--- src/rtl/keypad_scan.sv ---
// 3x4 matrix keypad scanner: column scan, row debounce, one valid pulse per press,
// hold flag while pressed, plus an active-low one-hot digit strobe.
module keypad_scan #(
    parameter int DEBOUNCE_CYC = 20,
    parameter int SCAN_DWELL   = 4
) (
    input  logic       clk,
    input  logic       rst,
    input  logic [3:0] key_row,
    output logic [2:0] key_col,
    output logic [3:0] key_data,
    output logic       key_valid,
    output logic       key_hold,
    output logic [9:0] keypad,
    output logic [1:0] dbg_state
);

    localparam int DW = $clog2(SCAN_DWELL + 1);
    localparam int CW = $clog2(DEBOUNCE_CYC + 1);

    typedef enum logic [1:0] {
        S_SCAN     = 2'd0,
        S_DEBOUNCE = 2'd1,
        S_HELD     = 2'd2,
        S_RELEASE  = 2'd3
    } state_t;

    state_t        state_q, state_d;
    logic [1:0]    col_q, col_d;
    logic [DW-1:0] dwell_q, dwell_d;
    logic [CW-1:0] cnt_q, cnt_d;
    logic [3:0]    sync1_q, sync1_d;
    logic [3:0]    rs_q, rs_d;
    logic [3:0]    row_q, row_d;
    logic [3:0]    key_data_q, key_data_d;
    logic          key_valid_q, key_valid_d;
    logic          key_hold_q, key_hold_d;
    logic [9:0]    keypad_q, keypad_d;

    logic          last_dwell;
    logic          one_low;
    logic          rs_match;
    logic          rs_idle;
    logic [CW-1:0] cnt_inc;
    logic          cnt_done;
    logic [1:0]    col_next;
    logic [3:0]    key_code;

    assign last_dwell = (dwell_q == DW'(SCAN_DWELL - 1));
    assign one_low    = ($countones(~rs_q) == 1);
    assign rs_match   = (rs_q == row_q);
    assign rs_idle    = (rs_q == 4'hF);
    // Saturating increment: the counter parks at DEBOUNCE_CYC instead of wrapping.
    assign cnt_inc    = (cnt_q == CW'(DEBOUNCE_CYC)) ? cnt_q : cnt_q + CW'(1);
    assign cnt_done   = (cnt_inc == CW'(DEBOUNCE_CYC));
    assign col_next   = (col_q == 2'd2) ? 2'd0 : col_q + 2'd1;

    always_comb begin
        key_code = 4'd0;
        unique case (row_q)
            4'b1110: key_code = 4'd1 + {2'b00, col_q};
            4'b1101: key_code = 4'd4 + {2'b00, col_q};
            4'b1011: key_code = 4'd7 + {2'b00, col_q};
            default: begin
                unique case (col_q)
                    2'd0:    key_code = 4'd10;
                    2'd1:    key_code = 4'd0;
                    default: key_code = 4'd11;
                endcase
            end
        endcase
    end

    always_ff @(posedge clk) begin
        if (rst) begin
            state_q     <= S_SCAN;
            col_q       <= 2'd0;
            dwell_q     <= '0;
            cnt_q       <= '0;
            sync1_q     <= 4'hF;
            rs_q        <= 4'hF;
            row_q       <= 4'hF;
            key_data_q  <= 4'd0;
            key_valid_q <= 1'b0;
            key_hold_q  <= 1'b0;
            keypad_q    <= 10'h3FF;
        end else begin
            state_q     <= state_d;
            col_q       <= col_d;
            dwell_q     <= dwell_d;
            cnt_q       <= cnt_d;
            sync1_q     <= sync1_d;
            rs_q        <= rs_d;
            row_q       <= row_d;
            key_data_q  <= key_data_d;
            key_valid_q <= key_valid_d;
            key_hold_q  <= key_hold_d;
            keypad_q    <= keypad_d;
        end
    end

    always_comb begin
        state_d = state_q;
        unique case (state_q)
            S_SCAN:     if (last_dwell && one_low) state_d = S_DEBOUNCE;
            S_DEBOUNCE: if (!rs_match) state_d = S_SCAN;
                        else if (cnt_done) state_d = S_HELD;
            S_HELD:     if (rs_idle) state_d = S_RELEASE;
            S_RELEASE:  if (!rs_idle) state_d = S_HELD;
                        else if (cnt_done) state_d = S_SCAN;
            default:    state_d = S_SCAN;
        endcase
    end

    always_comb begin
        sync1_d     = key_row;
        rs_d        = sync1_q;
        col_d       = col_q;
        dwell_d     = dwell_q;
        cnt_d       = cnt_q;
        row_d       = row_q;
        key_data_d  = key_data_q;
        key_valid_d = 1'b0;
        key_hold_d  = key_hold_q;
        keypad_d    = 10'h3FF;
        unique case (state_q)
            S_SCAN: begin
                if (!last_dwell) begin
                    dwell_d = dwell_q + DW'(1);
                end else if (one_low) begin
                    row_d   = rs_q;
                    cnt_d   = '0;
                    dwell_d = '0;
                end else begin
                    col_d   = col_next;
                    dwell_d = '0;
                end
            end
            S_DEBOUNCE: begin
                if (!rs_match) begin
                    col_d   = col_next;
                    dwell_d = '0;
                end else begin
                    cnt_d = cnt_inc;
                    if (cnt_done) begin
                        key_valid_d = 1'b1;
                        key_data_d  = key_code;
                        key_hold_d  = 1'b1;
                        // '*' and '#' have no digit strobe.
                        if (key_code < 4'd10) keypad_d = ~(10'd1 << key_code);
                    end
                end
            end
            S_HELD: begin
                if (rs_idle) cnt_d = '0;
            end
            S_RELEASE: begin
                if (rs_idle) begin
                    cnt_d = cnt_inc;
                    if (cnt_done) begin
                        key_hold_d = 1'b0;
                        col_d      = 2'd0;
                        dwell_d    = '0;
                    end
                end
            end
            default: ;
        endcase
    end

    assign key_col   = ~(3'b001 << col_q);
    assign key_data  = key_data_q;
    assign key_valid = key_valid_q;
    assign key_hold  = key_hold_q;
    assign keypad    = keypad_q;
    assign dbg_state = state_q;

endmodule

--- config.mk ---
export PLATFORM = sky130hd
export DESIGN_NAME = keypad_scan
export DESIGN_NICKNAME = d
export VERILOG_FILES = /design/src/rtl/keypad_scan.sv
export SDC_FILE = /design/constraint.sdc
export NUM_CORES = 1
export LEC_CHECK = 0
export ABC_AREA = 1
export BUFFER_PORTS_ARGS = -buffer_cell sky130_fd_sc_hd__buf_4
export CAP_MARGIN = 30
export CORE_ASPECT_RATIO = 1.2
export CORE_MARGIN = 1
export CORE_UTILIZATION = 56
export DETAILED_ROUTE_END_ITERATION = 6
export PLACE_DENSITY = 0.88
export SLEW_MARGIN = 15
export SYNTH_ARGS = -nofsm -noshare
export SYNTH_HDL_FRONTEND = slang
export SYNTH_SLANG_ARGS = --single-unit
--- constraint.sdc ---
create_clock -name clk -period 2.9 [get_ports clk]
set_input_delay 0.145 -clock clk [delete_from_list [all_inputs] [get_ports clk]]
set_output_delay 0.145 -clock clk [all_outputs]
set_load 0.01 [all_outputs]
## Yosys cells after proc, flatten, opt, wreduce, memory -nomap -nowiden

Index checks and enable logic that the tools add are counted.

- Bits in registers: 40
- Latch bits: 0
- RAM bits: 0
- ROM bits: 0
- Input port bits: 6
- Output and inout port bits: 21
- Memories: 0

- $add $sub $neg: 9
- Multipliers: 0
- Div/mod/pow operators: 0
- $lt $le $gt $ge: 1
- Equal/unequal tests: 26
- Shift-type cells: 2
- Multiplexer cells: 33
- Bitwise operators: 7
- Reduce and logical (&&, ||, !) cells: 14

Operator list:

| kind | number |
|---|---|
| 5-bit 2-to-1 mux | 6 |
| 2-bit 2-to-1 mux | 11 |
| 2-bit != test, second input constant | 10 |
| 5-bit one-hot mux with 4 select lines | 1 |
| 4-bit == test, second input constant | 4 |
| 3-bit 2-to-1 mux | 4 |
| 4-bit one-hot mux with 3 select lines | 1 |
| 5-bit == test, second input constant | 2 |
| 10-bit inverter | 1 |
| 5-bit AND reduction | 2 |
| 1-bit by 4-bit << shifter with 10-bit output, first input constant | 1 |
| 3-bit one-hot mux with 3 select lines | 1 |
| 3-bit by 2-bit adder with 4-bit output, first input constant | 2 |
| 2-bit one-hot mux with 4 select lines | 1 |
| 4-bit one-hot mux with 2 select lines | 1 |
| 4-bit AND reduction | 2 |
| 2-bit == test, second input constant | 3 |
| 3-bit != test, second input constant | 2 |
| 2-bit one-hot mux with 3 select lines | 1 |
| 3-bit AND reduction | 2 |
| 6-bit AND reduction | 1 |
| 5-bit by 1-bit adder with 5-bit output, second input constant | 1 |
| 1-bit 2-to-1 mux | 5 |
| 5-bit OR reduction | 1 |
| 20 further kinds | 26 |

## Longest topological paths before layout

Gate-level depths: netlist of the first run.

- Depth in word-level cells: 7
- Mapped depth: 14

## Worst setup path after synthesis of the first run

Ideal clock, no wire load.

- Path kind: register to register
- Start point: register rs_q[0]
- End point: register row_q[0]
- Setup time: 144 ps
- Data arrival time: 2,184 ps
- Data required time: 2,756 ps
- Path slack: 572 ps
- Cell stages (with the launch flop): 9
- Buffers on the path: 0
- Period minus slack after synthesis: 2,328 ps
- Cells stage by stage: dfxtp_1 fa_1 inv_1 ha_1 ha_1 nor3_1 inv_1 nor3_1 o211ai_1

- Cells in the longest elaborated chain, start to end: 5

Ends and longest elaborated chain:

| item | line | source |
|---|---|---|
| start, declared | 33 | `logic [3:0] rs_q, rs_d;` |
| start signal, assigned | 93 | `rs_q <= rs_d;` |
| 4-bit inverter | 50 | `assign one_low = ($countones(~rs_q) == 1);` |
| 1-bit by 1-bit adder with 2-bit output (not written as such) | 50 |  |
| 2-bit by 2-bit adder with 3-bit output (not written as such) | 50 |  |
| 3-bit by 1-bit == test with 1-bit output | 50 |  |
| 3-bit AND reduction (no line) | n/a |  |
| end signal, assigned | 94 | `row_q <= row_d;` |
| end, declared | 34 | `logic [3:0] row_q, row_d;` |

Parallel ways exist; a longest one is shown, timed or not.
A chain may end at the register's enable or synchronous reset.

## Worst setup path in the final report of the first run

- Start point: register rs_q[0]
- End point: register cnt_q[4]

- Cells in the longest elaborated chain, start to end: 6

Ends and longest elaborated chain:

| item | line | source |
|---|---|---|
| 4-bit inverter | 50 |  |
| 1-bit by 1-bit adder with 2-bit output (not written as such) | 50 |  |
| 2-bit by 2-bit adder with 3-bit output (not written as such) | 50 |  |
| 3-bit by 1-bit == test with 1-bit output | 50 |  |
| 2-bit != test (no line) | n/a |  |
| 5-bit AND reduction (no line) * | n/a |  |
| end signal, assigned | 91 | `cnt_q <= cnt_d;` |
| end, declared | 31 | `logic [CW-1:0] cnt_q, cnt_d;` |

Every way passes the cells marked *; elsewhere a longest branch is shown, timed or not.

==> results of run 1 <==
==> power by group through the flow <==
| stage | combinational, mW | sequential (mW) | clock [mW] |
|---|---|---|---|
| 2_1_floorplan | 0.147 | 0.597 | 0 |
| 3_3_place_gp | 0.185 | 0.600 | 0 |
| 3_5_place_dp | 0.193 | 0.601 | 0 |
| 4_1_cts | 0.195 | 0.588 | 0.468 |
| 5_1_grt | 0.223 | 0.591 | 0.493 |
| 6_report | 0.195 | 0.588 | 0.463 |
==> layer usage <==
| metal | vias up | routed length (microns) | global-route usage | share of wire |
|---|---|---|---|---|
| li1 | 889 | - | - | - |
| met1 | 806 | 1670 | 0.234 | 0.44 |
| met2 | 34 | 1930 | 0.406 | 0.51 |
| met3 | 7 | 137 | 0.0660 | 0.036 |
| met4 | 0 | 55 | 0.0793 | 0.015 |
| met5 | - | 0 | 0 | 0 |
==> worst max-delay path: stages (launching register included) <==
cell	delay, ps
sky130_fd_sc_hd__dfxtp_1	370
sky130_fd_sc_hd__fa_1	550
sky130_fd_sc_hd__inv_1	40
sky130_fd_sc_hd__ha_1	170
sky130_fd_sc_hd__ha_1	260
sky130_fd_sc_hd__nor3_1	250
sky130_fd_sc_hd__inv_1	80
sky130_fd_sc_hd__nand2_1	80
sky130_fd_sc_hd__nand3_1	110
sky130_fd_sc_hd__inv_1	120
sky130_fd_sc_hd__nand2_1	180
sky130_fd_sc_hd__o21ai_0	250
sky130_fd_sc_hd__a21oi_1	60
==> registers in the layout, summed over array words and instances, names as in the netlist <==
signal	count
keypad	10
cnt_q	5
key_data	4
row_q	4
rs_d	4
rs_q	4
dwell_q	3
col_q	2
dbg_state	2
key_hold	1
key_valid	1
==> layout by cell type (no fill, tap or decap) <==
cell,n
sky130_fd_sc_hd__o21ai_0,9
sky130_fd_sc_hd__and2_1,1
sky130_fd_sc_hd__xor2_1,3
sky130_fd_sc_hd__nand2_4,1
sky130_fd_sc_hd__o211ai_1,5
sky130_fd_sc_hd__nand2_2,1
sky130_fd_sc_hd__or2_2,9
sky130_fd_sc_hd__inv_2,5
sky130_fd_sc_hd__dfxtp_1,40
sky130_fd_sc_hd__nand4_4,1
sky130_fd_sc_hd__o31ai_2,1
sky130_fd_sc_hd__nor2_8,1
sky130_fd_sc_hd__clkinvlp_4,1
sky130_fd_sc_hd__inv_6,1
sky130_fd_sc_hd__nand3_2,1
sky130_fd_sc_hd__ha_1,12
sky130_fd_sc_hd__a21oi_1,13
sky130_fd_sc_hd__o22ai_1,1
sky130_fd_sc_hd__bufinv_16,1
sky130_fd_sc_hd__inv_4,1
sky130_fd_sc_hd__inv_1,37
sky130_fd_sc_hd__nor2_4,1
sky130_fd_sc_hd__a21boi_1,1
sky130_fd_sc_hd__a21oi_4,1
sky130_fd_sc_hd__nor2_1,24
sky130_fd_sc_hd__nand4_1,7
sky130_fd_sc_hd__nand3_1,25
sky130_fd_sc_hd__nand2_1,50
sky130_fd_sc_hd__o21ai_1,2
sky130_fd_sc_hd__nor3_1,3
sky130_fd_sc_hd__fa_1,1
sky130_fd_sc_hd__clkbuf_8,5
sky130_fd_sc_hd__buf_4,27
==> how the worst max path moves through the flow <==
| stage | to | slack (ps) | cells after the start |
|---|---|---|---|
| 6_report | cnt_q[4]$_SDFFE_PP0P_ | 270 | 12 |
| 5_1_grt | cnt_q[4]$_SDFFE_PP0P_ | 60 | 12 |
| 4_1_cts | cnt_q[4]$_SDFFE_PP0P_ | 250 | 12 |
| 3_5_place_dp | cnt_q[4]$_SDFFE_PP0P_ | 280 | 12 |
| 3_3_place_gp | cnt_q[3]$_SDFFE_PP0P_ | 470 | 12 |
| 2_1_floorplan | row_q[0]$_SDFFE_PP1P_ | 570 | 8 |
==> layout make-up <==
class	instances	area share
multi-input combinational	174	0.430
sequential	40	0.344
timing repair buffer	27	0.0870
inverter	43	0.0704
clock buffer	5	0.0295
clock inverter	3	0.0199
tap	37	0.0199
==> cell families after synthesis <==
| group | count (synthesis) | synth area share |
|---|---|---|
| AND/OR/NAND/NOR | 125 | 0.306 |
| buffers and inverters | 45 | 0.0869 |
| flip-flops | 40 | 0.406 |
| AO/OA/AOI/OAI | 33 | 0.101 |
| adder cells (fa/ha/maj) | 13 | 0.0862 |
| XOR/XNOR | 3 | 0.0133 |
==> metrics by stage <==
step	hold slack [ps]	utilization	instances
2_1_floorplan	238	-	259
3_3_place_gp	330	0.663	321
3_5_place_dp	335	0.663	321
4_1_cts	23.3	0.698	329
5_1_grt	20.3	0.698	329
6_report	29.2	0.698	329
==> flow_metrics.env, run 1 <==
export IMPL_crit_required_ps=3080
export IMPL_slew_viol_final=0
export IMPL_max_cap_violations=0
export IMPL_via_count=1736
export IMPL_drc=0
export IMPL_hold_path_startpoint="key_row[1]"
export IMPL_syn_cell_area_sq_mm=0.00197
export IMPL_detailed_place_area_sq_mm=0.00221
export IMPL_grt_antenna_before_repair=0
export IMPL_clkLatencyLatePin_ps=300
export IMPL_chipWidth_microns=56.2
export IMPL_finalSetupTns_ps=0
export IMPL_io_pins=27
export IMPL_max_clock_freq_mhz=380
export IMPL_class_of_the_tightest_hold_or_removal_check="in2reg"
export IMPL_hold_viol=0
export IMPL_ir_drop_mv=0.448
export IMPL_synthTopCellsByArea="sky130_fd_sc_hd__dfxtp_1, sky130_fd_sc_hd__nand2_1, sky130_fd_sc_hd__ha_1"
export IMPL_timing_critical_path_from="rs_q[0]$_SDFF_PP1_"
export IMPL_synth_largest_area_cell="sky130_fd_sc_hd__dfxtp_1"
export IMPL_routed_via_density=5.28
export IMPL_hpwl_microns=2870
export IMPL_power_frac_comb=0.157
export IMPL_avgRoutedWirePerCell_microns=11.5
export IMPL_pwr_share_seq=0.472
export IMPL_pre_cts_slack_ps=275
export IMPL_p_leak_nw=1.18
export IMPL_fin_crit_sh=0.909
export IMPL_rsz0062_at_grt="no"
export IMPL_finalSetupViolCount=0
export IMPL_worst_path_max_fanout=9
export IMPL_multi_input_comb_area_sq_mm=0.00100
export IMPL_nets=310
export IMPL_netlist_cell_type_count=29
export IMPL_clock_sink_total=40
export IMPL_cp_start_kind="flop"
export IMPL_post_synth_top_area_fraction=0.406
export IMPL_core_area_sq_mm=0.00334
export IMPL_drt_iter0_drc=23
export IMPL_die_area_sq_mm=0.00377
export IMPL_initial_core_util=0.591
export IMPL_seq_area_sq_um=801
export IMPL_worst_clock_skew_ps=7.54
export IMPL_synth_top_flop_cell="sky130_fd_sc_hd__dfxtp_1"
export IMPL_antenna_cells=0
export IMPL_drt_pass1_iterations=4
export IMPL_synth_enable_flop_cells=0
export IMPL_cts_root_buffer_cell="sky130_fd_sc_hd__clkbuf_8"
export IMPL_cts_root_to_sink_buffers=2
export IMPL_post_synth_most_frequent_cells="sky130_fd_sc_hd__nand2_1, sky130_fd_sc_hd__dfxtp_1, sky130_fd_sc_hd__inv_1"
export IMPL_syn_avg_cell_area_sq_um=7.62
export IMPL_hold_end="rs_d[1]$_SDFF_PP1_"
export IMPL_finalWeightedCongestion=0.806
export IMPL_post_synth_top_count_cell="sky130_fd_sc_hd__nand2_1"
export IMPL_worstPathArrival_ps=2820
export IMPL_grt_overflow_total=0
export IMPL_fin_total_pwr_mw=1.25
export IMPL_first_pass_grt_wire_length_microns=6340
export IMPL_synth_cells=259
export IMPL_core_rowCount=23
export IMPL_grt_total_usage=0.219
export IMPL_drtAntennaViolNets=0
export IMPL_synth_seq_area_share=0.406
export IMPL_tritoncts_clock_tree="yes"
export IMPL_post_cts_setup_buffers=0
export IMPL_fin_ws_ps=265
export IMPL_flow_area_growth_from_synthesis_pct=18.1
export IMPL_final_layout_size_suffix_gt1_frac=0.199
export IMPL_postSynth_asyncResetShare=0
export IMPL_period_needed_ps=2640
export IMPL_clkSlewWorstSetupHoldPaths_ps=80
export IMPL_rr_endpoint="cnt_q[4]$_SDFFE_PP0P_"
export IMPL_synth_warning_count=0
export IMPL_place_port_buffers=26
export IMPL_reg2reg_setup_slack_ps=270
export IMPL_switchingPower_mw=0.345
export IMPL_post_synth_net_total=278
export IMPL_remaining_max_slew_budget_at_the_tightest_pin=0.696
export IMPL_detail_route_wirelength_microns=3790
export IMPL_die_height_microns=67.0
export IMPL_hold_buffers=0
export IMPL_n_fill_cell=280
export IMPL_ys_ff_latch=40
export IMPL_critPathCaptureType="flop"
export IMPL_criticalPathCategory="reg2reg"
export IMPL_grt_start_max_net_pins=17
export IMPL_post_route_cell_area_sq_mm=0.00233
export IMPL_pwr_density_cell_mw_per_mm2=535
export IMPL_postCtsResizedCells=0
export IMPL_status="completed"
export IMPL_tightest_slew_ps=453
export IMPL_cts_made_buffers=5
export IMPL_htreeDepth=2
export IMPL_grt_pass1_vias=1569
export IMPL_r2r_worst_path_cells=12
export IMPL_proportion_of_total_power_due_to_net_switching=0.277
export IMPL_worst_hold_path_num_cells=2
export IMPL_regToRegStartpoint="rs_q[0]$_SDFF_PP1_"
export IMPL_intPower_mw=0.902
export IMPL_power_clock_fraction=0.372
No activity file was read; power rests on OpenSTA's default activity.
==> run 2: changes to the inputs <==
--- a/config.mk
+++ b/config.mk
@@ -8,9 +8,11 @@
 export ABC_AREA = 1
 export BUFFER_PORTS_ARGS = -buffer_cell sky130_fd_sc_hd__buf_4
 export CAP_MARGIN = 30
+export CELL_PAD_IN_SITES_DETAIL_PLACEMENT = 0
+export CELL_PAD_IN_SITES_GLOBAL_PLACEMENT = 1
 export CORE_ASPECT_RATIO = 1.2
 export CORE_MARGIN = 1
-export CORE_UTILIZATION = 56
+export CORE_UTILIZATION = 41
 export DETAILED_ROUTE_END_ITERATION = 6
 export PLACE_DENSITY = 0.88
 export SLEW_MARGIN = 15
==> run 2 against run 1 <==
  * Clock-buffer cell count is the same
  * Final cell count is 6.4% higher
  * Clock power is 3% lower
  * Fmax rose by 5.2%
  * Via count shrank 4.0%
  * Critical path depth unchanged
  * Global-route usage is 5.9 points lower
  * Sequential cell count is the same
  * Register-to-register slack better by 130 ps
==> flow_metrics.env, run 2 (synthesized netlist as in run 1, its figures left out) <==
export IMPL_status="completed"
export IMPL_drc=0
export IMPL_drt_pass1_iterations=4
export IMPL_cts_root_to_sink_buffers=2
export IMPL_clock_sink_total=40
export IMPL_period_needed_ps=2500
export IMPL_first_pass_grt_wire_length_microns=6320
export IMPL_drt_iter0_drc=118
export IMPL_finalSetupTns_ps=0
export IMPL_power_frac_comb=0.158
export IMPL_grt_antenna_before_repair=0
export IMPL_finalSetupViolCount=0
export IMPL_p_leak_nw=1.18
export IMPL_mostFrequentLayoutCell="sky130_fd_sc_hd__nand2_1"
export IMPL_die_height_microns=78.0
export IMPL_htreeDepth=2
export IMPL_rsz0062_at_grt="no"
export IMPL_regToRegStartpoint="rs_q[0]$_SDFF_PP1_"
export IMPL_largest_register_ff_count=10
export IMPL_hold_viol=0
export IMPL_core_rowCount=27
export IMPL_crit_slowest_cell="sky130_fd_sc_hd__fa_1"
export IMPL_final_layout_size_suffix_gt1_frac=0.199
export IMPL_max_cap_violations=0
export IMPL_most_common_layout_cells="sky130_fd_sc_hd__nand2_1, sky130_fd_sc_hd__dfxtp_1, sky130_fd_sc_hd__inv_1"
export IMPL_rr_endpoint="cnt_q[0]$_SDFFE_PP0P_"
export IMPL_levels_on_crit_path=12
export IMPL_crit_required_ps=3080
export IMPL_remaining_max_slew_budget_at_the_tightest_pin=0.677
export IMPL_power_clock_fraction=0.365
export IMPL_worstPathArrival_ps=2680
export IMPL_tightest_slew_ps=481
export IMPL_chipWidth_microns=65.3
export IMPL_worst_path_max_fanout=9
export IMPL_grt_overflow_total=0
export IMPL_fin_crit_sh=0.863
export IMPL_timing_critical_path_from="rs_q[0]$_SDFF_PP1_"
export IMPL_switchingPower_mw=0.333
export IMPL_tritoncts_clock_tree="yes"
export IMPL_io_pins=27
export IMPL_detail_route_wirelength_microns=3610
export IMPL_slew_viol_final=0
export IMPL_crit_path_buffers_inverters=3
export IMPL_pre_cts_slack_ps=401
export IMPL_pwr_density_cell_mw_per_mm2=523
export IMPL_post_cts_setup_buffers=0
export IMPL_criticalPathCategory="reg2reg"
export IMPL_worst_clock_skew_ps=5.47
export IMPL_intPower_mw=0.897
export IMPL_avgRoutedWirePerCell_microns=10.3
export IMPL_critical_path_most_common_cell="sky130_fd_sc_hd__inv_1"
export IMPL_grt_start_max_net_pins=17
export IMPL_postCtsResizedCells=0
export IMPL_reg2reg_setup_slack_ps=400
export IMPL_core_area_sq_mm=0.00459
export IMPL_worstPathCellList="fa_1 > inv_1 > ha_1 > ha_1 > nor3_1 > inv_1 > nand2_1 > nand3_1 > inv_1 > nand2_1 > o21ai_0 > a21oi_1"
export IMPL_final_core_utilization=0.512
export IMPL_via_count=1666
export IMPL_nets=310
export IMPL_timing_critical_path_slowest_cell_delay_ps=540
export IMPL_cp_start_kind="flop"
export IMPL_finalWeightedCongestion=0.750
export IMPL_drtAntennaViolNets=0
export IMPL_hpwl_microns=2780
export IMPL_flow_area_growth_from_synthesis_pct=19.2
export IMPL_place_port_buffers=26
export IMPL_clkSlewWorstSetupHoldPaths_ps=80
export IMPL_grt_pass1_vias=1517
export IMPL_cp_top_family="adder cells"
export IMPL_n_fill_cell=465
export IMPL_class_of_the_tightest_hold_or_removal_check="in2reg"
export IMPL_r2r_worst_path_cells=12
export IMPL_hold_buffers=0
export IMPL_routed_via_density=4.76
export IMPL_pwr_share_seq=0.477
export IMPL_grt_total_usage=0.160
export IMPL_critPathCaptureType="flop"
export IMPL_cts_root_buffer_cell="sky130_fd_sc_hd__clkbuf_8"
export IMPL_antenna_cells=0
export IMPL_fin_ws_ps=396
export IMPL_clkLatencyLatePin_ps=290
export IMPL_ir_drop_mv=0.269
export IMPL_initial_core_util=0.429
export IMPL_proportion_of_total_power_due_to_net_switching=0.271
export IMPL_die_area_sq_mm=0.00510
export IMPL_critical_path_endpoint="cnt_q[0]$_SDFFE_PP0P_"
export IMPL_cts_made_buffers=5
export IMPL_max_clock_freq_mhz=399
-- run 2: layout make-up --
type / instances / area [sq um] / share of cell area
Multi-Input combinational cell: 174 / 1000 / 0.426
Sequential cell: 40 / 801 / 0.340
Timing Repair Buffer: 27 / 203 / 0.0862
Inverter: 43 / 164 / 0.0697
Tap cell: 58 / 72.6 / 0.0309
Clock buffer: 5 / 68.8 / 0.0293
Clock inverter: 3 / 42.5 / 0.0181
-- run 2: power groups by stage --
stage / Combinational (mW) / Clock [mW] / Sequential (mW)
6_report: 0.194 / 0.449 / 0.587
3_3_place_gp: 0.191 / 0 / 0.600
4_1_cts: 0.197 / 0.463 / 0.588
2_1_floorplan: 0.147 / 0 / 0.597
3_5_place_dp: 0.194 / 0 / 0.601
5_1_grt: 0.228 / 0.480 / 0.591
-- run 2: how the worst min path moves through the flow --
stage,startpoint,to,slack (ps),cells after the start
final,key_row[1],rs_d[1]$_SDFF_PP1_,30,2
after global routing,key_row[0],rs_d[0]$_SDFF_PP1_,20,2
after CTS,key_row[1],rs_d[1]$_SDFF_PP1_,20,2
after detailed placement,key_row[2],rs_d[2]$_SDFF_PP1_,330,2
after global placement,key_row[2],rs_d[2]$_SDFF_PP1_,330,2
after floorplan,rst,key_valid$_SDFF_PP0_,240,1
-- run 2: worst reg2reg max path, cell delays in order (launching register included) --
cell and delay (ps):
sky130_fd_sc_hd__dfxtp_1 360, sky130_fd_sc_hd__fa_1 540, sky130_fd_sc_hd__inv_1 40, sky130_fd_sc_hd__ha_1 170, sky130_fd_sc_hd__ha_1 260, sky130_fd_sc_hd__nor3_1 230, sky130_fd_sc_hd__inv_1 90, sky130_fd_sc_hd__nand2_1 60
sky130_fd_sc_hd__nand3_1 100, sky130_fd_sc_hd__inv_1 100, sky130_fd_sc_hd__nand2_1 170, sky130_fd_sc_hd__o21ai_0 200, sky130_fd_sc_hd__a21oi_1 60
-- run 2: metrics by stage --
step                power (mW)  std cells  area [sq um]  hold slack, ps
floorplan                0.743        259          1970             238
global placement         0.790        342          2240             330
detailed placement       0.795        342          2240             335
CTS                       1.25        350          2350            22.6
global route              1.30        350          2350            23.4
finish                    1.23        350          2350            28.9
-- run 2: metal layers --
layer / GRT usage / wire (microns) / up-vias
li1: - / - / 896
met1: 0.180 / 1660 / 740
met2: 0.273 / 1740 / 24
met3: 0.0412 / 131 / 6
met4: 0.0783 / 73 / 0
met5: 0 / 0 / -
==> run 3: changes to the inputs <==
--- a/config.mk
+++ b/config.mk
@@ -5,14 +5,15 @@
 export SDC_FILE = /design/constraint.sdc
 export NUM_CORES = 1
 export LEC_CHECK = 0
-export ABC_AREA = 1
+export ABC_AREA = 0
 export BUFFER_PORTS_ARGS = -buffer_cell sky130_fd_sc_hd__buf_4
 export CAP_MARGIN = 30
 export CELL_PAD_IN_SITES_DETAIL_PLACEMENT = 0
 export CELL_PAD_IN_SITES_GLOBAL_PLACEMENT = 1
 export CORE_ASPECT_RATIO = 1.2
 export CORE_MARGIN = 1
-export CORE_UTILIZATION = 41
+export CORE_UTILIZATION = 43
+export CTS_CLUSTER_DIAMETER = 100
 export DETAILED_ROUTE_END_ITERATION = 6
 export PLACE_DENSITY = 0.88
 export SLEW_MARGIN = 15
==> run 3 against run 2 <==
  * Sequential power is 2% lower
  * Clock-buffer cell count stayed put
  * Critical path depth is 3 lower
  * Power is 5.9% lower
  * Sequential cell count stayed put
  * Cell area is 5.1% higher
==> flow_metrics.env, run 3 <==
export IMPL_power_clock_fraction=0.393
export IMPL_post_synth_top_count_cell="sky130_fd_sc_hd__dfxtp_1"
export IMPL_finalSetupTns_ps=0
export IMPL_crit_path_buffers_inverters=1
export IMPL_fin_ws_ps=351
export IMPL_routed_via_density=5.20
export IMPL_synth_top_flop_cell="sky130_fd_sc_hd__dfxtp_1"
export IMPL_synth_seq_area_share=0.377
export IMPL_proportion_of_total_power_due_to_net_switching=0.248
export IMPL_avgRoutedWirePerCell_microns=12.5
export IMPL_criticalPathCategory="reg2reg"
export IMPL_fin_crit_sh=0.879
export IMPL_hold_viol=0
export IMPL_clkLatencyLatePin_ps=290
export IMPL_finalSetupViolCount=0
export IMPL_drt_iter0_drc=70
export IMPL_tightest_slew_ps=587
export IMPL_grt_total_usage=0.171
export IMPL_most_common_layout_cells="sky130_fd_sc_hd__dfxtp_1, sky130_fd_sc_hd__buf_4, sky130_fd_sc_hd__nand2_1, sky130_fd_sc_hd__a21oi_1, sky130_fd_sc_hd__inv_1"
export IMPL_final_layout_size_suffix_gt1_frac=0.216
export IMPL_grt_antenna_before_repair=0
export IMPL_post_synth_most_frequent_cells="sky130_fd_sc_hd__dfxtp_1, sky130_fd_sc_hd__a21oi_1, sky130_fd_sc_hd__nand2_1"
export IMPL_cp_start_kind="flop"
export IMPL_io_pins=27
export IMPL_largest_register_ff_count=10
export IMPL_rr_endpoint="col_q[1]$_SDFFE_PP0P_"
export IMPL_detail_route_wirelength_microns=4030
export IMPL_grt_pass1_vias=1510
export IMPL_post_cts_setup_buffers=0
export IMPL_hold_path_startpoint="key_row[3]"
export IMPL_pre_cts_slack_ps=381
export IMPL_worst_hold_path_num_cells=2
export IMPL_n_fill_cell=444
export IMPL_max_clock_freq_mhz=392
export IMPL_hold_end="rs_d[3]$_SDFF_PP1_"
export IMPL_synth_warning_count=0
export IMPL_worst_path_max_fanout=4
export IMPL_regToRegStartpoint="rs_q[0]$_SDFF_PP1_"
export IMPL_synth_enable_flop_cells=0
export IMPL_syn_avg_cell_area_sq_um=8.97
export IMPL_critPathCaptureType="flop"
export IMPL_cts_root_buffer_cell="sky130_fd_sc_hd__clkbuf_8"
export IMPL_hold_buffers=0
export IMPL_die_height_microns=79.0
export IMPL_worst_clock_skew_ps=6.30
export IMPL_grt_start_max_net_pins=25
export IMPL_r2r_worst_path_cells=9
export IMPL_ir_drop_mv=0.355
export IMPL_post_synth_net_total=256
export IMPL_status="completed"
export IMPL_cts_root_to_sink_buffers=2
export IMPL_period_needed_ps=2550
export IMPL_first_pass_grt_wire_length_microns=6900
export IMPL_flow_area_growth_from_synthesis_pct=16.3
export IMPL_hpwl_microns=3010
export IMPL_synth_largest_area_cell="sky130_fd_sc_hd__dfxtp_1"
export IMPL_htreeDepth=2
export IMPL_ys_ff_latch=40
export IMPL_critical_path_most_common_cell="sky130_fd_sc_hd__ha_1"
export IMPL_post_synth_top_area_fraction=0.377
export IMPL_die_area_sq_mm=0.00523
export IMPL_worstPathArrival_ps=2780
export IMPL_pwr_share_seq=0.497
export IMPL_postCtsResizedCells=0
export IMPL_rsz0062_at_grt="no"
export IMPL_power_frac_comb=0.110
export IMPL_mostFrequentLayoutCell="sky130_fd_sc_hd__dfxtp_1"
export IMPL_intPower_mw=0.870
export IMPL_slew_viol_final=0
export IMPL_syn_cell_area_sq_mm=0.00213
export IMPL_nets=282
export IMPL_p_leak_nw=1.03
export IMPL_finalWeightedCongestion=0.832
export IMPL_class_of_the_tightest_hold_or_removal_check="in2reg"
export IMPL_via_count=1674
export IMPL_cp_top_family="adder cells"
export IMPL_remaining_max_slew_budget_at_the_tightest_pin=0.607
export IMPL_worstPathCellList="fa_1 > inv_1 > ha_1 > ha_1 > nor3b_1 > o41ai_1 > o21ai_0 > or2_2 > a21oi_1"
export IMPL_max_cap_violations=0
export IMPL_hold_ws_ps=32.6
export IMPL_synthTopCellsByArea="sky130_fd_sc_hd__dfxtp_1, sky130_fd_sc_hd__ha_1, sky130_fd_sc_hd__mux2i_1"
export IMPL_cts_made_buffers=5
export IMPL_drt_pass1_iterations=4
export IMPL_reg2reg_setup_slack_ps=350
export IMPL_pwr_density_cell_mw_per_mm2=468
export IMPL_core_rowCount=27
export IMPL_crit_slowest_cell="sky130_fd_sc_hd__fa_1"
export IMPL_core_area_sq_mm=0.00466
export IMPL_clock_sink_total=40
export IMPL_drc=0
export IMPL_synth_cells=237
export IMPL_antenna_cells=0
export IMPL_chipWidth_microns=66.2
export IMPL_levels_on_crit_path=9
export IMPL_netlist_cell_type_count=47
export IMPL_drtAntennaViolNets=0
export IMPL_crit_required_ps=3130
export IMPL_tritoncts_clock_tree="yes"
export IMPL_clkSlewWorstSetupHoldPaths_ps=80
export IMPL_switchingPower_mw=0.287
export IMPL_timing_critical_path_slowest_cell_delay_ps=540
export IMPL_grt_overflow_total=0
export IMPL_postSynth_asyncResetShare=0
export IMPL_place_port_buffers=26
export IMPL_initial_core_util=0.456
## run 3: changes by cell type in the layout (fill, tap and decap cells not counted), sizes merged, moves of 4 or more
cell and change:
inv -27, nand2b +5, and3 +4, nand4 -7, nand2 -33, nor2b +4, nor3b +6, mux2i +10
nand3 -15, a21oi +8, xnor2 +5, nor2 -12, nand3b +6
## run 3: area by class of cell
| cell class | count | area [sq um] | share of cell area |
|---|---|---|---|
| clock buffers | 5 | 68.8 | 0.0278 |
| clock inverters | 3 | 42.5 | 0.0172 |
| inverters | 17 | 63.8 | 0.0258 |
| multi-input cells | 172 | 1220 | 0.494 |
| flip-flops and latches | 40 | 801 | 0.324 |
| well taps | 58 | 72.6 | 0.0294 |
| repair buffers | 27 | 203 | 0.0820 |
## run 3: worst register-to-register path, cell delays in order (launching register included)
cell	delay, ps
sky130_fd_sc_hd__dfxtp_1	360
sky130_fd_sc_hd__fa_1	540
sky130_fd_sc_hd__inv_1	50
sky130_fd_sc_hd__ha_1	180
sky130_fd_sc_hd__ha_1	270
sky130_fd_sc_hd__nor3b_1	60
sky130_fd_sc_hd__o41ai_1	370
sky130_fd_sc_hd__o21ai_0	220
sky130_fd_sc_hd__or2_2	310
sky130_fd_sc_hd__a21oi_1	130
## run 3: stage by stage
step           power, mW  instance area [sq um]  utilization  instances
3_5_place_dp       0.716                   2360        0.506        314
4_1_cts             1.17                   2470        0.530        322
2_1_floorplan      0.680                   2130            -        237
3_3_place_gp       0.713                   2360        0.506        314
5_1_grt             1.21                   2470        0.530        322
6_report            1.16                   2470        0.530        322
## run 3: routing by layer
metal | share of wire | vias to the layer above | track usage
li1 | - | 880 | -
met1 | 0.46 | 751 | 0.205
met2 | 0.47 | 34 | 0.281
met3 | 0.038 | 9 | 0.0402
met4 | 0.028 | 0 | 0.0830
met5 | 0 | - | 0
## run 3: how the worst max path moves through the flow
stage / endpoint / from
2_1_floorplan: cnt_q[0]$_SDFFE_PP0P_ / rs_q[0]$_SDFF_PP1_
3_3_place_gp: col_q[1]$_SDFFE_PP0P_ / rs_q[0]$_SDFF_PP1_
3_5_place_dp: col_q[1]$_SDFFE_PP0P_ / rs_q[0]$_SDFF_PP1_
4_1_cts: col_q[1]$_SDFFE_PP0P_ / rs_q[0]$_SDFF_PP1_
5_1_grt: col_q[1]$_SDFFE_PP0P_ / rs_q[0]$_SDFF_PP1_
6_report: col_q[1]$_SDFFE_PP0P_ / rs_q[0]$_SDFF_PP1_
## run 3: kinds of logic after synthesis
kind of cell	after synthesis	share of synthesized area
simple gates	89	0.238
compound gates	55	0.189
flops	40	0.377
buf+inv	25	0.0489
fa+ha+maj	13	0.0800
mux	10	0.0471
xor+xnor	5	0.0206
## run 3: power by group through the flow
| stage | registers (mW) | clock network [mW] | logic (mW) |
|---|---|---|---|
| floorplan | 0.583 | 0 | 0.0970 |
| global placement | 0.588 | 0 | 0.125 |
| detailed placement | 0.588 | 0 | 0.128 |
| CTS | 0.575 | 0.467 | 0.129 |
| global route | 0.577 | 0.493 | 0.142 |
| finish | 0.575 | 0.455 | 0.127 |
